===== config.mk =====
export PLATFORM = sky130hd
export DESIGN_NAME = ir_bin_multiplier
export DESIGN_NICKNAME = d
export VERILOG_FILES = /design/src/rtl/ir_bin_multiplier_pkg.sv /design/src/rtl/ir_bin_multiplier_cplx_mul_pipe.sv /design/src/rtl/ir_bin_multiplier.sv
export SDC_FILE = /design/constraint.sdc
export NUM_CORES = 2
export LEC_CHECK = 0
export CORE_UTILIZATION = 40
export DETAILED_ROUTE_END_ITERATION = 8
export PLACE_DENSITY_LB_ADDON = 0.08
export REMOVE_ABC_BUFFERS = 1
export SKIP_LAST_GASP = 1
export SLEW_MARGIN = 20
export SYNTH_ARGS = -nofsm -noshare
export SYNTH_HDL_FRONTEND = slang
export SYNTH_SLANG_ARGS = --single-unit

===== constraint.sdc =====
create_clock -name clk -period 8.75 [get_ports clk]
set_input_delay 2.1875 -clock clk [delete_from_list [all_inputs] [get_ports clk]]
set_output_delay 2.1875 -clock clk [all_outputs]
set_load 0.05 [all_outputs]

===== src/rtl/ir_bin_multiplier_pkg.sv =====
// Shared types and constants for the IR bin multiplier stage.
// Holds the complex sample type and the round-half-up saturating narrowing helper.
package ir_pkg;
  localparam int N_BINS = 64;
  localparam int WIDTH  = 16;
  localparam int FRAC   = 15;
  localparam int BIN_AW = $clog2(N_BINS);
  localparam int PW     = 2 * WIDTH;

  typedef struct packed {
    logic signed [WIDTH-1:0] re;
    logic signed [WIDTH-1:0] im;
  } cplx_t;

  localparam logic signed [PW:0] RND  = {{(PW+1-FRAC){1'b0}}, 1'b1, {(FRAC-1){1'b0}}};
  localparam logic signed [PW:0] SMAX = {{(PW+2-WIDTH){1'b0}}, {(WIDTH-1){1'b1}}};
  localparam logic signed [PW:0] SMIN = {{(PW+2-WIDTH){1'b1}}, {(WIDTH-1){1'b0}}};

  // Sum of two products cannot overflow PW+1 bits, so the rounding add is safe here.
  function automatic logic signed [WIDTH-1:0] sat_round(input logic signed [PW:0] x);
    logic signed [PW:0] r;
    r = (x + RND) >>> FRAC;
    if (r > SMAX) begin
      sat_round = SMAX[WIDTH-1:0];
    end else if (r < SMIN) begin
      sat_round = SMIN[WIDTH-1:0];
    end else begin
      sat_round = r[WIDTH-1:0];
    end
  endfunction
endpackage


===== src/rtl/ir_bin_multiplier_cplx_mul_pipe.sv =====
// Two-stage complex multiply / round / saturate datapath, advancing only when en_i is high.
// IR_BIN_BYPASS_EN adds a per-bin bypass that forwards operand a unchanged.
module cplx_mul_pipe
  import ir_pkg::*;
(
  input  logic  clk,
  input  logic  rst_n,
  input  logic  en_i,
  input  cplx_t a_i,
  input  cplx_t b_i,
`ifdef IR_BIN_BYPASS_EN
  input  logic  byp_i,
`endif
  output cplx_t y_o
);
  logic signed [PW-1:0] rr_d, ii_d, ri_d, ir_d;
  logic signed [PW-1:0] rr_q, ii_q, ri_q, ir_q;
  logic signed [PW:0]   re_sum, im_sum;
  cplx_t                a_q, y_d;
`ifdef IR_BIN_BYPASS_EN
  logic                 byp_q;
`endif

  assign rr_d   = PW'(a_i.re) * PW'(b_i.re);
  assign ii_d   = PW'(a_i.im) * PW'(b_i.im);
  assign ri_d   = PW'(a_i.re) * PW'(b_i.im);
  assign ir_d   = PW'(a_i.im) * PW'(b_i.re);
  assign re_sum = (PW+1)'(rr_q) - (PW+1)'(ii_q);
  assign im_sum = (PW+1)'(ri_q) + (PW+1)'(ir_q);

  always_comb begin
    y_d.re = sat_round(re_sum);
    y_d.im = sat_round(im_sum);
`ifdef IR_BIN_BYPASS_EN
    if (byp_q) begin
      y_d = a_q;
    end else begin
      y_d.re = sat_round(re_sum);
      y_d.im = sat_round(im_sum);
    end
`endif
  end

  always_ff @(posedge clk or negedge rst_n) begin
    if (!rst_n) begin
      rr_q  <= '0;
      ii_q  <= '0;
      ri_q  <= '0;
      ir_q  <= '0;
      a_q   <= '0;
      y_o   <= '0;
`ifdef IR_BIN_BYPASS_EN
      byp_q <= 1'b0;
`endif
    end else if (en_i) begin
      rr_q  <= rr_d;
      ii_q  <= ii_d;
      ri_q  <= ri_d;
      ir_q  <= ir_d;
      a_q   <= a_i;
      y_o   <= y_d;
`ifdef IR_BIN_BYPASS_EN
      byp_q <= byp_i;
`endif
    end
  end
endmodule


===== src/rtl/ir_bin_multiplier.sv =====
// Frequency-domain IR stage: addresses the weight ROM per bin and streams bin x weight.
// Optional per-bin bypass port is enabled with IR_BIN_BYPASS_EN.
module ir_bin_multiplier
  import ir_pkg::*;
(
  input  logic              clk,
  input  logic              rst_n,
  input  logic [WIDTH-1:0]  i_re,
  input  logic [WIDTH-1:0]  i_im,
  input  logic              i_valid,
  input  logic              i_last,
  output logic              o_ready,
  output logic [BIN_AW-1:0] o_w_addr,
  input  logic [WIDTH-1:0]  i_w_re,
  input  logic [WIDTH-1:0]  i_w_im,
`ifdef IR_BIN_BYPASS_EN
  input  logic              i_bypass,
`endif
  output logic [WIDTH-1:0]  o_re,
  output logic [WIDTH-1:0]  o_im,
  output logic              o_valid,
  output logic              o_last,
  input  logic              i_ready,
  output logic              o_frame_err
);
  localparam logic [BIN_AW-1:0] CNT_MAX = BIN_AW'(N_BINS - 1);

  logic              adv, acc;
  logic [BIN_AW-1:0] cnt_q, cnt_d;
  logic              s1_valid_q, s1_last_q, s2_valid_q, s2_last_q, out_valid_q, out_last_q;
  cplx_t             s1_a_q, s1_b_q, y;
`ifdef IR_BIN_BYPASS_EN
  logic              s1_byp_q;
`endif

  // A full output register only blocks the whole pipe while downstream is not taking it.
  assign adv         = !out_valid_q || i_ready;
  assign acc         = i_valid && adv;
  assign o_ready     = adv;
  assign o_w_addr    = cnt_q;
  assign o_frame_err = acc && (i_last != (cnt_q == CNT_MAX));
  assign o_re        = y.re;
  assign o_im        = y.im;
  assign o_valid     = out_valid_q;
  assign o_last      = out_last_q;

  always_comb begin
    cnt_d = cnt_q;
    if (acc) begin
      if (i_last || (cnt_q == CNT_MAX)) begin
        cnt_d = '0;
      end else begin
        cnt_d = cnt_q + BIN_AW'(1);
      end
    end else begin
      cnt_d = cnt_q;
    end
  end

  always_ff @(posedge clk or negedge rst_n) begin
    if (!rst_n) begin
      cnt_q <= '0;
    end else begin
      cnt_q <= cnt_d;
    end
  end

  // Valid/last tags and S1 operands all move together on the global advance.
  always_ff @(posedge clk or negedge rst_n) begin
    if (!rst_n) begin
      s1_valid_q  <= 1'b0;
      s1_last_q   <= 1'b0;
      s1_a_q      <= '0;
      s1_b_q      <= '0;
      s2_valid_q  <= 1'b0;
      s2_last_q   <= 1'b0;
      out_valid_q <= 1'b0;
      out_last_q  <= 1'b0;
`ifdef IR_BIN_BYPASS_EN
      s1_byp_q    <= 1'b0;
`endif
    end else if (adv) begin
      s1_valid_q  <= i_valid;
      s1_last_q   <= i_last;
      s1_a_q      <= cplx_t'({i_re, i_im});
      s1_b_q      <= cplx_t'({i_w_re, i_w_im});
      s2_valid_q  <= s1_valid_q;
      s2_last_q   <= s1_last_q;
      out_valid_q <= s2_valid_q;
      out_last_q  <= s2_last_q;
`ifdef IR_BIN_BYPASS_EN
      s1_byp_q    <= i_bypass;
`endif
    end
  end

  cplx_mul_pipe u_mul (
    .clk   (clk),
    .rst_n (rst_n),
    .en_i  (adv),
    .a_i   (s1_a_q),
    .b_i   (s1_b_q),
`ifdef IR_BIN_BYPASS_EN
    .byp_i (s1_byp_q),
`endif
    .y_o   (y)
  );
endmodule

; ---- Word level (Yosys, flattened, before mapping)
; Index checks and enable logic that the tools add are counted.
[word_totals]
reg_bits = 236
inputBits = 69
output_inout_bits = 42
word_cells = 42
[classes]
addsub = 5
n_mul = 4
magnitude_cmp = 4
eq_ne = 2
muxes = 5
reduce_logical = 5
[ops]
columns = cell, n
row1 = $mul A16 B16 Y32, 4
row2 = $add A33 B16 Y33 const B, 2
row3 = $mux W16, 4
row4 = $gt A18 B16 Y1 const B, 2
row5 = $lt A18 B16 Y1 const B, 2
row6 = $add A32 B32 Y33, 1
row7 = $sub A32 B32 Y33, 1
row8 = $add A6 B1 Y6 const B, 1
row9 = $eq A6 B6 Y1 const B, 1
row10 = $mux W6, 1
row11 = $logic_and A1 B1 Y1, 2
row12 = $logic_or A1 B1 Y1, 2
row13 = $logic_not A1 Y1, 1
row14 = $ne A1 B1 Y1, 1

; ---- Logic depth before layout (Yosys ltp)
[logic_depth]
ltp_word = 5
depth_mapped = 25
ltp_nobuf = 23

; ---- Cells and area by module
; A second synthesis with hierarchy kept.
[unflattened]
hier_cells = 5305
hier_area_um2 = 51023.9
[modules_own_cells]
columns = module, instances, cells_each, area_per_inst_um2
row1 = cplx_mul_pipe, 1, 5118, 47932.2
row2 = ir_bin_multiplier, 1, 187, 3091.7

; ---- Worst setup path after synthesis
; OpenSTA, ideal clock, no wires.
[synth_path]
path_type = flip-flop to flip-flop
startpoint = register s1_a_q[15] (netlist bit)
endpoint = register u_mul.ii_q[31]
setup_time_ns = 0.137
arrival_time_ns = 6.099
required_ns = 8.613
setup_slack_ns = 2.514
path_stages_with_launch = 24
cell_sequence = dfrtp_1 > clkbuf_1 > nand2_1 > inv_1 > fa_1 > fa_1 > fa_1 > fa_1 > fa_1 > inv_1 > fa_1 > inv_1 > ha_1 > clkbuf_1 > a21oi_1 > o21bai_1 > a21oi_1 > o21ai_0 > o2bb2ai_1 > o31ai_1 > nand2_1 > a31oi_1 > xnor2_1 > a21oi_1
[synth_via]
elab_chain_len = 1
[synth_lines]
columns = element, line_no
row1 = start: declaration, ir_bin_multiplier.sv:31  ; cplx_t s1_a_q, s1_b_q, y;
row2 = start signal: assignment, ir_bin_multiplier.sv:85  ; s1_a_q <= cplx_t'({i_re, i_im});
row3 = $mul A16 B16 Y32, ir_bin_multiplier_cplx_mul_pipe.sv:25  ; assign ii_d = PW'(a_i.im) * PW'(b_i.im);
row4 = end signal: assignment, ir_bin_multiplier_cplx_mul_pipe.sv:57  ; ii_q <= ii_d;
row5 = end: declaration, ir_bin_multiplier_cplx_mul_pipe.sv:17  ; logic signed [PW-1:0] rr_q, ii_q, ri_q, ir_q;
; Every way passes these cells.
; A chain may end at the register's enable or synchronous reset.

; ---- Worst setup path after layout
[layout_path]
startpoint = register s1_a_q[21] (netlist bit)
endpoint = register u_mul.ri_q[31]
[layout_via]
elab_chain_len = 1
[layout_lines]
columns = element, line_no
row1 = $mul A16 B16 Y32, ir_bin_multiplier_cplx_mul_pipe.sv:26  ; assign ri_d = PW'(a_i.re) * PW'(b_i.im);
row2 = end signal: assignment, ir_bin_multiplier_cplx_mul_pipe.sv:58  ; ri_q <= ri_d;
row3 = end: declaration, ir_bin_multiplier_cplx_mul_pipe.sv:17
; Every way passes these cells.

==> results.md <==
* Initial Utilization at 0.403
* Top cells by area, synth: fa_1 (41%), dfrtp_1 (12%), ha_1 (11%)
* Run status: finished, final reports clean
* Unrepaired setup endpoints after global routing: false
* Nets at 7222
* Number of synthesized flops with an enable pin at 0
* Synth Flop Type: dfrtp_1
* Post-CTS resize count at 0
* Final Slew Violations at 0
* Pre-Repair DR Iteration Count at 5
* Die height at 360 um
* Worst-margin pin slew at 1.16 ns
* IO Pins at 111
* Hold/Removal Path Class: reg2reg
* Setup bufs post-CTS at 0
* Sink Count at 236
* Tot GR Track Use at 0.213
* H-tree levels at 2
* Post-synth cell types at 81
* Maximum clock frequency at 0.133 GHz
* Setup TNS at 0 ns
* P&R area growth vs syn at 8.47%
* R2R setup slack at 1.21 ns
* CTS buffer count at 40
* Most frequent cell after synthesis: inv_1
* Row Count at 131
* Max-cap violations at 0
* Syn Std Cell Area at 51300 um^2
* Vias in the first global route at 38600
* Die span in x at 360 um
* Sequential-to-total area share from yosys stat at 0.115
* Core area at 127000 um^2
* Layout cells sized above 1 at 0.0368
* Ys async rst share at 1.00
* Clock root buffer: clkbuf_16
* Post-DR vias/cell at 4.96
* DR iter-0 viols at 1933
* Syn Inst Count at 5649
* Synth top area share at 0.409
* Synth area leader: fa_1
* Antenna Nets Post-Route at 0
* Classification of the worst setup path: reg2reg
* Period utilization at 0.862
* Final Worst Setup Slack at 1.21 ns
* Syn. warnings at 0
* Hold-fix buffers, CTS at 0
* Total number of vias at 36400
* Pin count of the biggest net entering global routing at 149
* Dpl ws at 1.28 ns
* Clock Path Buffers at 3
* Post-Route WL at 131000 um
* Max transition margin at 0.229
* N_diodes at 0
* Register bit total from synthesis at 236
* Arr. time, crit path at 8.00 ns
* Hpwl dp at 106000 um
* TritonCTS clock tree: yes
* Critical Path Source Type: register
* Reg clk slew, reported paths at 0.06 ns
* Worst-Skew Late Latency at 0.61 ns
* Final Critical Period at 7.54 ns
* Worst endpoint required time at 9.21 ns
* CP max FO at 17
* Layout Skew at 0.0363 ns
* GRT overflow at 0
* I/O Buffers at 110
* Most instantiated cells after synthesis: inv_1 (1203), fa_1 (1048), nand2_1 (852), and2_1 (496), ha_1 (452)
* Routed length per instance at 17.9 um
* Initial antenna violation count at 0
* Setup Viol. Count Final at 0
* Mean Syn Cell Area at 9.09 um^2
* First-pass GRT wire length at 217000 um
* Critical Path End Type: register
* Post-route DRC at 0
* Final Hold Viols at 0
* Die Area at 130000 um^2
* Gpl congestion at 0.833
-- through the flow --
step                instances  utilization  hold slack [ns]  cell area [um^2]
floorplan                5397            -            0.430             50300
global placement         7273        0.427            0.447             54400
detailed placement       7273        0.427            0.456             54400
CTS                      7340        0.437            0.468             55700
global route             7340        0.437            0.491             55700
finish                   7340        0.437            0.465             55700
-- area by class of cell --
cell class / count / area (um^2)
Inverter: 1205 / 4530
Clock inverter: 16 / 199
Tap cell: 1662 / 2080
Sequential cell: 236 / 5910
Timing Repair Buffer: 214 / 1940
Clock buffer: 51 / 1090
Multi-Input combinational cell: 3956 / 39900
Fill cell: 12800 / 71700
-- layout by cell type, fill, tap and decap left out, types with 109 or more instances in the layout --
cell / n
a21oi_1: 189
fa_1: 1048
nand2_1: 852
and2_1: 496
nor2_1: 188
o21ai_0: 126
ha_1: 452
inv_1: 1202
dfrtp_1: 235
clkdlybuf4s50_1: 109
-- per-layer routing --
metal,GRT usage,up-vias,part of all wire
met1,0.317,18600,0.49
met2,0.328,695,0.44
li1,-,17000,-
met3,0.0282,109,0.047
met4,0.0507,0,0.023
met5,0,-,0
-- sequential cells by signal (all words and copies together), names as in the netlist, 6 cells and up --
name / flops
u_mul.ii_q: 32
o_w_addr: 6
u_mul.y_o: 32
u_mul.ri_q: 32
u_mul.ir_q: 32
s1_b_q: 32
s1_a_q: 32
u_mul.rr_q: 32
-- final timing paths --
| check | start | end | cells past startpoint |
|---|---|---|---|
| min reg2reg | u_mul.ii_q[0]$_DFFE_PN0N_ | u_mul.ii_q[0]$_DFFE_PN0N_ | 2 |
| max | s1_a_q[21]$_DFFE_PN0N_ | u_mul.ri_q[31]$_DFFE_PN0N_ | 23 |
| max reg2reg | s1_a_q[21]$_DFFE_PN0N_ | u_mul.ri_q[31]$_DFFE_PN0N_ | 23 |
| max in group asynchronous | rst_n | u_mul.rr_q[13]$_DFFE_PN0N_ | 2 |
| min in group asynchronous | rst_n | s1_b_q[1]$_DFFE_PN0N_ | 1 |
| min | u_mul.ii_q[0]$_DFFE_PN0N_ | u_mul.ii_q[0]$_DFFE_PN0N_ | 2 |
-- critical path: stages, from the launching register on --
cell       delay [ns]
dfrtp_1          0.89
buf_4            0.39
nand2_1          0.11
fa_1             0.52
inv_1            0.05
fa_1             0.51
inv_1            0.06
fa_1             0.53
inv_1            0.05
fa_1             0.45
fa_1             0.49
inv_1            0.05
fa_1             0.47
inv_1            0.04
ha_1             0.32
a211oi_1         0.32
nand2_1          0.17
a2111oi_2        0.76
nor3_1           0.27
o21ai_1          0.36
o2111ai_1        0.17
a21oi_1          0.19
xnor2_1          0.13
a21oi_1          0.08
-- kinds of logic (layout without fill, tap and decap cells) --
logic type	after synthesis	in the layout	share of synthesized area
buf+inv	1457	1486	0.107
fa+ha+maj	1500	1500	0.519
simple gates	1713	1713	0.157
xor+xnor	168	168	0.0292
compound gates	574	574	0.0723
mux	1	1	0.000195
flops	236	236	0.115
Power is left out: the tool's default activity adds up to more than one toggle a clock period on the data nets, which glitch-free logic cannot reach.
